--- src/rtl/rcc_pkg.sv ---
// Shared definitions for the reset/clock-control release sequencer:
// state encodings, rst_cause bit positions, default timing and output decode.
package rcc_pkg;

    typedef enum logic [2:0] {
        S_HOLD      = 3'd0,
        S_WAIT_LOCK = 3'd1,
        S_REL_SYS   = 3'd2,
        S_REL_APB   = 3'd3,
        S_RUN       = 3'd4,
        S_SW_HOLD   = 3'd5
    } seq_state_e;

    localparam int CAUSE_EXT  = 0;
    localparam int CAUSE_LOCK = 1;
    localparam int CAUSE_SW   = 2;
    localparam int CAUSE_W    = 3;

    localparam int LOCK_STABLE_DEF = 64;
    localparam int STAGE_GAP_DEF   = 16;
    localparam int FILTER_LEN_DEF  = 8;

    localparam int NUM_APB = 3;

    typedef struct packed {
        logic               sys;
        logic [NUM_APB-1:0] apb;
        logic               eth;
    } rstn_t;

    // Domain resets released per state; anything not listed stays in reset.
    function automatic rstn_t rstn_dec(input seq_state_e s);
        rstn_t r;
        r = '0;
        case (s)
            S_REL_SYS: r.sys = 1'b1;
            S_REL_APB: begin
                r.sys = 1'b1;
                r.apb = '1;
            end
            S_RUN: begin
                r.sys = 1'b1;
                r.apb = '1;
                r.eth = 1'b1;
            end
            default: r = '0;
        endcase
        return r;
    endfunction

    // One counter width shared by every counter, sized off the longest timer.
    function automatic int cnt_width(input int a, input int b, input int c);
        int m;
        m = a;
        if (b > m) m = b;
        if (c > m) m = c;
        return $clog2(m) + 1;
    endfunction

endpackage

--- src/rtl/rst_glitch_filter.sv ---
// Debounce for the synchronised pin reset: output follows the input only after
// the input has held a new value for FILTER_LEN consecutive cycles.
module rst_glitch_filter #(
    parameter int FILTER_LEN = 8,
    parameter int CNT_W      = 4
) (
    input  logic clk,
    input  logic rst,
    input  logic din,
    output logic dout
);

    logic [CNT_W-1:0] cnt;

    always_ff @(posedge clk) begin
        if (rst) begin
            dout <= 1'b0;
            cnt  <= '0;
        end else if (din == dout) begin
            cnt <= '0;
        end else if (cnt == CNT_W'(FILTER_LEN - 1)) begin
            dout <= din;
            cnt  <= '0;
        end else begin
            cnt <= cnt + 1'b1;
        end
    end

endmodule

--- src/rtl/rcc_rst_seq.sv ---
// Staged reset release sequencer: sys -> apb -> eth after PLL lock, with
// lock-loss and software restart. Define RST_FILTER_EN to debounce ext_rstn.
import rcc_pkg::*;

module rcc_rst_seq #(
    parameter int LOCK_STABLE = LOCK_STABLE_DEF,
    parameter int STAGE_GAP   = STAGE_GAP_DEF,
    parameter int FILTER_LEN  = FILTER_LEN_DEF
) (
    input  logic               sys_root_clk,
    input  logic               sys_root_rst,
    input  logic               ext_rstn,
    input  logic               pll_locked,
    input  logic               sw_rst_req,
    input  logic               cause_clr,
    output logic               sys_rstn_o,
    output logic [NUM_APB-1:0] apb_rstn_o,
    output logic               eth_rstn_o,
    output logic               sw_rst_ack,
    output logic [CAUSE_W-1:0] rst_cause,
    output logic [2:0]         seq_state
);

    localparam int CNT_W = cnt_width(LOCK_STABLE, STAGE_GAP, FILTER_LEN);
    localparam logic [CAUSE_W-1:0] CAUSE_RST = CAUSE_W'(1) << CAUSE_EXT;

    logic               ext_f;
    seq_state_e         state, state_nxt;
    logic [CNT_W-1:0]   cnt, cnt_nxt;
    logic               ext_evt, lock_evt, sw_evt;
    logic [CAUSE_W-1:0] cause_set;
    rstn_t              rstn_q;

`ifdef RST_FILTER_EN
    rst_glitch_filter #(
        .FILTER_LEN (FILTER_LEN),
        .CNT_W      (CNT_W)
    ) u_filt (
        .clk  (sys_root_clk),
        .rst  (sys_root_rst),
        .din  (ext_rstn),
        .dout (ext_f)
    );
`else
    always_ff @(posedge sys_root_clk) begin
        if (sys_root_rst) ext_f <= 1'b0;
        else              ext_f <= ext_rstn;
    end
`endif

    // Restart events, highest priority first: pin reset, lock loss, software.
    always_comb begin
        ext_evt  = !ext_f;
        lock_evt = !ext_evt && !pll_locked &&
                   (state inside {S_REL_SYS, S_REL_APB, S_RUN, S_SW_HOLD});
        sw_evt   = !ext_evt && !lock_evt && sw_rst_req && (state == S_RUN);

        cause_set             = '0;
        cause_set[CAUSE_EXT]  = ext_evt;
        cause_set[CAUSE_LOCK] = lock_evt;
        cause_set[CAUSE_SW]   = sw_evt;
    end

    always_comb begin
        state_nxt = state;
        cnt_nxt   = cnt;
        if (ext_evt) begin
            state_nxt = S_HOLD;
            cnt_nxt   = '0;
        end else if (lock_evt) begin
            state_nxt = S_WAIT_LOCK;
            cnt_nxt   = '0;
        end else if (sw_evt) begin
            state_nxt = S_SW_HOLD;
            cnt_nxt   = '0;
        end else begin
            case (state)
                S_HOLD: begin
                    state_nxt = S_WAIT_LOCK;
                    cnt_nxt   = '0;
                end
                S_WAIT_LOCK: begin
                    if (!pll_locked) begin
                        cnt_nxt = '0;
                    end else if (cnt == CNT_W'(LOCK_STABLE - 1)) begin
                        state_nxt = S_REL_SYS;
                        cnt_nxt   = '0;
                    end else begin
                        cnt_nxt = cnt + 1'b1;
                    end
                end
                S_REL_SYS, S_REL_APB, S_SW_HOLD: begin
                    if (cnt == CNT_W'(STAGE_GAP - 1)) begin
                        cnt_nxt = '0;
                        case (state)
                            S_REL_SYS: state_nxt = S_REL_APB;
                            S_REL_APB: state_nxt = S_RUN;
                            default:   state_nxt = S_REL_SYS;
                        endcase
                    end else begin
                        cnt_nxt = cnt + 1'b1;
                    end
                end
                S_RUN: cnt_nxt = '0;
                default: begin
                    state_nxt = S_HOLD;
                    cnt_nxt   = '0;
                end
            endcase
        end
    end

    // Outputs are decoded from the next state so they flip on the same edge.
    always_ff @(posedge sys_root_clk) begin
        if (sys_root_rst) begin
            state      <= S_HOLD;
            cnt        <= '0;
            rstn_q     <= '0;
            sw_rst_ack <= 1'b0;
            rst_cause  <= CAUSE_RST;
        end else begin
            state      <= state_nxt;
            cnt        <= cnt_nxt;
            rstn_q     <= rstn_dec(state_nxt);
            sw_rst_ack <= sw_evt;
            rst_cause  <= (cause_clr ? '0 : rst_cause) | cause_set;
        end
    end

    assign sys_rstn_o = rstn_q.sys;
    assign apb_rstn_o = rstn_q.apb;
    assign eth_rstn_o = rstn_q.eth;
    assign seq_state  = state;

endmodule

--- config.mk ---
export PLATFORM = sky130hd
export DESIGN_NAME = rcc_rst_seq
export DESIGN_NICKNAME = d
export VERILOG_FILES = /design/src/rtl/rcc_pkg.sv /design/src/rtl/rst_glitch_filter.sv /design/src/rtl/rcc_rst_seq.sv
export SDC_FILE = /design/constraint.sdc
export NUM_CORES = 1
export LEC_CHECK = 0
export ABC_AREA = 0
export BUFFER_PORTS_ARGS = -buffer_cell sky130_fd_sc_hd__buf_2
export CAP_MARGIN = 30
export CORE_AREA = 2 2 44 46
export CTS_CLUSTER_DIAMETER = 150
export DETAILED_ROUTE_END_ITERATION = 7
export DIE_AREA = 0 0 46 48
export PLACE_DENSITY = 0.77
export SYNTH_ARGS = -nofsm -noshare
export SYNTH_HDL_FRONTEND = slang
export SYNTH_SLANG_ARGS = --single-unit
--- constraint.sdc ---
create_clock -name sys_root_clk -period 3.77 [get_ports sys_root_clk]
set_input_delay 0.377 -clock sys_root_clk [delete_from_list [all_inputs] [get_ports sys_root_clk]]
set_output_delay 0.377 -clock sys_root_clk [all_outputs]
set_load 0.01 [all_outputs]
==> flow_summary.json, run 1 <==
{
  "status": "finished, final reports clean",
  "muxShareOfSynthArea": 0.0219,
  "worstPathRequired_ns": 3.96,
  "grt_start_max_net_pins": 16,
  "drtPass1Iterations": 4,
  "synth.avg_cell_area_um2": 8.63,
  "async_flop_share": 0,
  "synthAdderAreaFrac": 0.0137,
  "cts-root-buf": "clkbuf_4",
  "routedWlPerCell_um": 13.3,
  "grt_antenna_before_repair": 0,
  "worstSetupStartpointType": "flop",
  "start_util": 0.541,
  "worst-setup-path-type": "flop to flop",
  "cts_hold_repair.buffers": 0,
  "timing.final.crit_period_ns": 1.78,
  "synth_seq_area_share": 0.394,
  "grt_setup_unrepaired": "no",
  "synthCells": 106,
  "worstPathArrival_ns": 1.98,
  "drt-vias-per-instance": 5.64,
  "synth-main-ff-cell": "dfxtp_1",
  "place.gp.congestion": 0.826,
  "die_area_um2": 2210,
  "ys_warn_count": 0,
  "cts_buffer_depth": 2,
  "die_w_um": 46,
  "nFillCells": 141,
  "synthSimpleGateAreaFrac": 0.304,
  "dp_hpwl_mm": 1.35,
  "drv_cap": 0,
  "die_y_um": 48,
  "cts_setup_buffers": 0,
  "rows": 15,
  "synth_cell_types": 37,
  "netlist.area_leader.share": 0.394,
  "clkTransAtPathRegs_ns": 0.09,
  "io_pins": 18,
  "stdcell_area_um2": 1000,
  "tns_ns": 0,
  "hold_slack_ns": 0.285,
  "portBuffers": 17,
  "drc_errors": 0,
  "areaGrowthSynthToFinish_pct": 9.85,
  "synth-compound-area-share": 0.150,
  "drv_slew": 0,
  "grt.total_usage": 0.185,
  "drtIter0Drc": 18,
  "cts_tree": "built",
  "placed_cell_area_um2": 982,
  "ir_worst_vdd_v": 0.000250,
  "synth_top_cells_by_area": "dfxtp_1, xor2_1, a21oi_1",
  "worst_pin_slew_ns": 0.451,
  "diodes": 0,
  "overflow": 0,
  "power_density_nw_per_um2": 297,
  "path_max_fanout": 4,
  "cts_resized": 0,
  "fin_crit_sh": 0.473,
  "syn_nets": 113,
  "yosysTopAreaCell": "dfxtp_1",
  "slew_headroom": 0.699,
  "cts_buffers": 3,
  "synth_edf_count": 0,
  "synth_xor_area_frac": 0.0575,
  "grt_pass1_wl_mm": 2.86,
  "clkLatencyLatePin_ns": 0.29,
  "yosysMostFrequentCell": "dfxtp_1",
  "hold_viol": 0,
  "drt_wl_total_mm": 1.84,
  "vias": 778,
  "synth.ff_latch_count": 18,
  "drive_above_1_share": 0.240,
  "cp-end-kind": "flop",
  "grt_pass1_vias": 687,
  "max_clock_freq_ghz": 0.561,
  "synth_top_cells_by_count": "dfxtp_1, nand2_1, nor2_1",
  "clock_sinks": 18,
  "hold_path.class": "input pin to flop",
  "syn_area_um2": 915,
  "finClkSkew_ns": 0.00166,
  "setup_viol": 0,
  "core_um2": 1690,
  "htreeDepth": 1,
  "ant_nets": 0,
  "p_leak_nw": 0.450,
  "final_nets": 130,
  "synth_top_family_by_area": "simple AND/OR/NAND/NOR gates"
}
worst max-delay path, stage by stage, from the launching register on:
cell and delay [ns]:
dfxtp_1 0.37, ha_1 0.24, nand3_2 0.12, or2_1 0.25, o31ai_2 0.28, o2111ai_2 0.22
and2_1 0.21
flip-flops by register name, indices dropped and copies added, names as in the netlist:
name	cells
rst_cause	3
apb_rstn_o	1
eth_rstn_o	1
cnt	7
seq_state	3
sys_rstn_o	1
sw_rst_ack	1
ext_f	1
cell families after synthesis:
family | after synthesis
buf+inv | 9
flops | 18
mux | 2
compound gates | 21
fa+ha+maj | 1
simple gates | 49
xor+xnor | 6
cells in the final DEF, fill, tap and decap left out, drive strengths merged, types with 3 or more instances in the layout:
cell type   n
nor3        3
inv         4
nand2      11
nor2b       4
nand3       5
nor2        9
clkbuf      3
nand2b      5
dfxtp      18
buf        17
o21ai       6
xor2        5
a21oi       8
metal layers:
| metal | up-vias | part of all wire | global-route usage |
|---|---|---|---|
| met5 | - | 0 | 0 |
| met4 | 0 | 0.037 | 0.137 |
| met3 | 7 | 0.047 | 0.0226 |
| met2 | 34 | 0.48 | 0.303 |
| met1 | 347 | 0.44 | 0.224 |
| li1 | 390 | - | - |
stage by stage:
stage	worst slack, ns	util	instances	total power (W)
3_3_place_gp	2.12	0.581	135	0.000210
4_1_cts	1.99	0.595	138	0.000300
3_5_place_dp	2.02	0.581	135	0.000210
5_1_grt	1.90	0.595	138	0.000307
2_1_floorplan	2.18	-	106	0.000205
6_report	1.99	0.595	138	0.000299
power breakdown:
| group | switching (W) | leakage, nW | internal [W] | total (W) |
|---|---|---|---|---|
| Combinational | 0.00000756 | 0.291 | 0.00000561 | 0.0000132 |
| Sequential | 0.00000142 | 0.145 | 0.000191 | 0.000193 |
| Clock | 0.0000557 | 0.0138 | 0.0000372 | 0.0000929 |
final cells by class:
class / instances / area (um^2) / share of cell area
clock buffers: 3 / 22.5 / 0.0224
flip-flops and latches: 18 / 360 / 0.359
inverters: 4 / 15.0 / 0.0149
repair buffers: 17 / 85.1 / 0.0847
multi-input cells: 79 / 500 / 0.498
well taps: 17 / 21.3 / 0.0212
worst paths after layout:
check | from | end | slack (ns) | cells past startpoint
worst min-delay path | sys_root_rst | rst_cause[1] | 0.28 | 2
worst max-delay path | cnt[0] | seq_state[0] | 1.99 | 6
worst max register to register | cnt[0] | seq_state[0] | 1.99 | 6
worst min register to register | rst_cause[0] | rst_cause[0] | 0.46 | 2
Note: power is estimated with default switching activity, not from simulation.
==> inputs of run 2 (changes only) <==
ABC_AREA = 1   (was 0)
CORE_AREA = 2 2 45 47   (was 2 2 44 46)
DIE_AREA = 0 0 47 49   (was 0 0 46 48)
PLACE_DENSITY = 0.74   (was 0.77)
clock period = 1.75 ns   (was 3.77 ns; I/O delays follow)
==> run 2 against run 1 <==
Effect of this change:
- largest power group unchanged
- sequential share of layout area down 1.5 points
- via count up 2.2%
- clock power grew to 2.8 times the previous value
- highest routed layer unchanged
==> flow_summary.json, run 2 <==
{
  "status": "finished, final reports clean",
  "max_clock_freq_ghz": 0.700,
  "synth_cell_types": 24,
  "crit_path_max_incr_delay_ns": 0.37,
  "synth-main-ff-cell": "dfxtp_1",
  "worstSetupStartpointType": "flop",
  "overflow": 0,
  "clock_sinks": 18,
  "areaGrowthSynthToFinish_pct": 15.4,
  "die_y_um": 49,
  "setup_ws_ns": 0.321,
  "setup_viol": 0,
  "cts_tree": "built",
  "vias": 795,
  "place.gp.congestion": 0.908,
  "syn_area_um2": 907,
  "async_flop_share": 0,
  "slew_headroom": 0.779,
  "hold_slack_ns": 0.0613,
  "nFillCells": 186,
  "yosysMostFrequentCell": "nand2_1",
  "crit_chain": "ha_1, nand3_4, nor3_2, nand2_1, nand3_1, nand3_1, o21ai_1",
  "final_cell_mix": "nand2_1, inv_1, dfxtp_1, buf_2",
  "yosysTopAreaCell": "dfxtp_1",
  "core_um2": 1840,
  "drc_errors": 0,
  "grt_pass1_vias": 787,
  "drtIter0Drc": 21,
  "ant_nets": 0,
  "cpMostUsedCell": "nand3_1",
  "hold_viol": 0,
  "synth_top_cells_by_area": "dfxtp_1, nand2_1, inv_1",
  "dr_wl_met2_um": 861,
  "cts_resized": 0,
  "cts_hold_repair.buffers": 0,
  "grt_pass1_wl_mm": 3.16,
  "netlist.area_leader.share": 0.397,
  "worstPathArrival_ns": 1.67,
  "drive_above_1_share": 0.268,
  "grt_start_max_net_pins": 11,
  "dp_hpwl_mm": 1.40,
  "finClkSkew_ns": 0.00240,
  "htreeDepth": 1,
  "grt_setup_unrepaired": "no",
  "synth_seq_area_share": 0.397,
  "io_pins": 18,
  "syn_nets": 130,
  "drv_cap": 0,
  "final_nets": 150,
  "final_common_cell": "nand2_1",
  "cp-end-kind": "flop",
  "synth.avg_cell_area_um2": 7.37,
  "cts_buffer_depth": 2,
  "portBuffers": 17,
  "topRoutingLayerUsed": "met4",
  "drv_slew": 0,
  "synthCells": 123,
  "worst-setup-path-type": "flop to flop",
  "largest_reg_flops": 7,
  "top_register": "cnt",
  "rows": 16,
  "routedWlPerCell_um": 10.3,
  "die_w_um": 47,
  "grt.total_usage": 0.189,
  "cts_setup_buffers": 0,
  "ir_worst_vdd_v": 0.000548,
  "diodes": 0,
  "timing.final.crit_period_ns": 1.43,
  "ys_warn_count": 0,
  "met3_length_um": 58,
  "cp_slowest_cell": "dfxtp_1",
  "fin_crit_sh": 0.816,
  "clkLatencyLatePin_ns": 0.30,
  "placed_cell_area_um2": 1010,
  "grt_antenna_before_repair": 0,
  "drtPass1Iterations": 4,
  "tns_ns": 0,
  "hold_path.class": "input pin to flop",
  "worstPathRequired_ns": 1.99,
  "power_density_nw_per_um2": 674,
  "cts_buffers": 3,
  "synth.ff_latch_count": 18,
  "synth_top_cells_by_count": "nand2_1, inv_1, dfxtp_1",
  "stdcell_area_um2": 1050,
  "die_area_um2": 2300,
  "path_max_fanout": 6,
  "cts-root-buf": "clkbuf_4",
  "drt-vias-per-instance": 4.70,
  "clkTransAtPathRegs_ns": 0.11,
  "wl_met1_um": 801,
  "worst_pin_slew_ns": 0.330,
  "drt_wl_total_mm": 1.73,
  "p_leak_nw": 0.547,
  "pre_cts_slack_ns": 0.343,
  "synth_edf_count": 0,
  "start_util": 0.493
}
==> run 2: cell count changes after synthesis, sizes merged, moves of 3 or more <==
cell and change:
o21ai -3, nor2 +5, nand2b -5, buf -3, a21oi -4, nor2b -4, nand2 +20, inv +19
xor2 -3, nand3 +10
==> run 2: metal layers <==
| layer | vias to the layer above | track usage |
|---|---|---|
| met1 | 353 | 0.244 |
| met2 | 17 | 0.290 |
| met5 | - | 0 |
| met4 | 0 | 0.102 |
| met3 | 2 | 0.0333 |
| li1 | 423 | - |
==> run 2: path summary, 6_finish.rpt <==
path	start	endpoint	slack (ns)	cells past startpoint
min	sys_root_rst	ext_f	0.06	2
max	cnt[0]	apb_rstn_o[1]	0.32	7
max reg2reg	cnt[0]	apb_rstn_o[1]	0.32	7
min reg2reg	rst_cause[0]	rst_cause[0]	0.46	2
==> run 2: cells by family (layout without fill, tap and decap cells) <==
| family | Yosys count | after routing | share of synthesized area |
|---|---|---|---|
| AO/OA/AOI/OAI | 10 | 10 | 0.0855 |
| XOR/XNOR | 2 | 2 | 0.0193 |
| adder cells (fa/ha/maj) | 1 | 1 | 0.0138 |
| buffers and inverters | 25 | 44 | 0.112 |
| flip-flops | 18 | 18 | 0.397 |
| AND/OR/NAND/NOR | 67 | 67 | 0.372 |
==> run 2: final cells by class <==
class / count / area [um^2] / share of cell area
Clock buffer: 4 / 36.3 / 0.0346
Inverter: 23 / 86.3 / 0.0824
Multi-Input combinational cell: 80 / 445 / 0.425
Sequential cell: 18 / 360 / 0.344
Tap cell: 27 / 33.8 / 0.0323
Timing Repair Buffer: 17 / 85.1 / 0.0812
==> run 2: through the flow <==
step           utilization  total power (W)  instances
6_report             0.569         0.000706        169
5_1_grt              0.569         0.000741        169
4_1_cts              0.569         0.000715        169
3_5_place_dp         0.549         0.000454        165
3_3_place_gp         0.549         0.000453        165
2_1_floorplan            -         0.000441        123
==> run 2: power by group <==
part | total [W] | internal [W] | leakage, nW | switching, W
registers | 0.000415 | 0.000412 | 0.145 | 0.00000304
clock network | 0.000262 | 0.000127 | 0.0210 | 0.000135
logic | 0.0000286 | 0.0000104 | 0.380 | 0.0000181
total | 0.000706 | 0.000550 | 0.547 | 0.000156
==> run 2: worst max-delay path: cells and delay by family (launching register included) <==
kind	cells	cell delay [ns]
adder cells (fa/ha/maj)	1	0.24
flip-flops	1	0.37
AO/OA/AOI/OAI	1	0.14
AND/OR/NAND/NOR	5	0.62
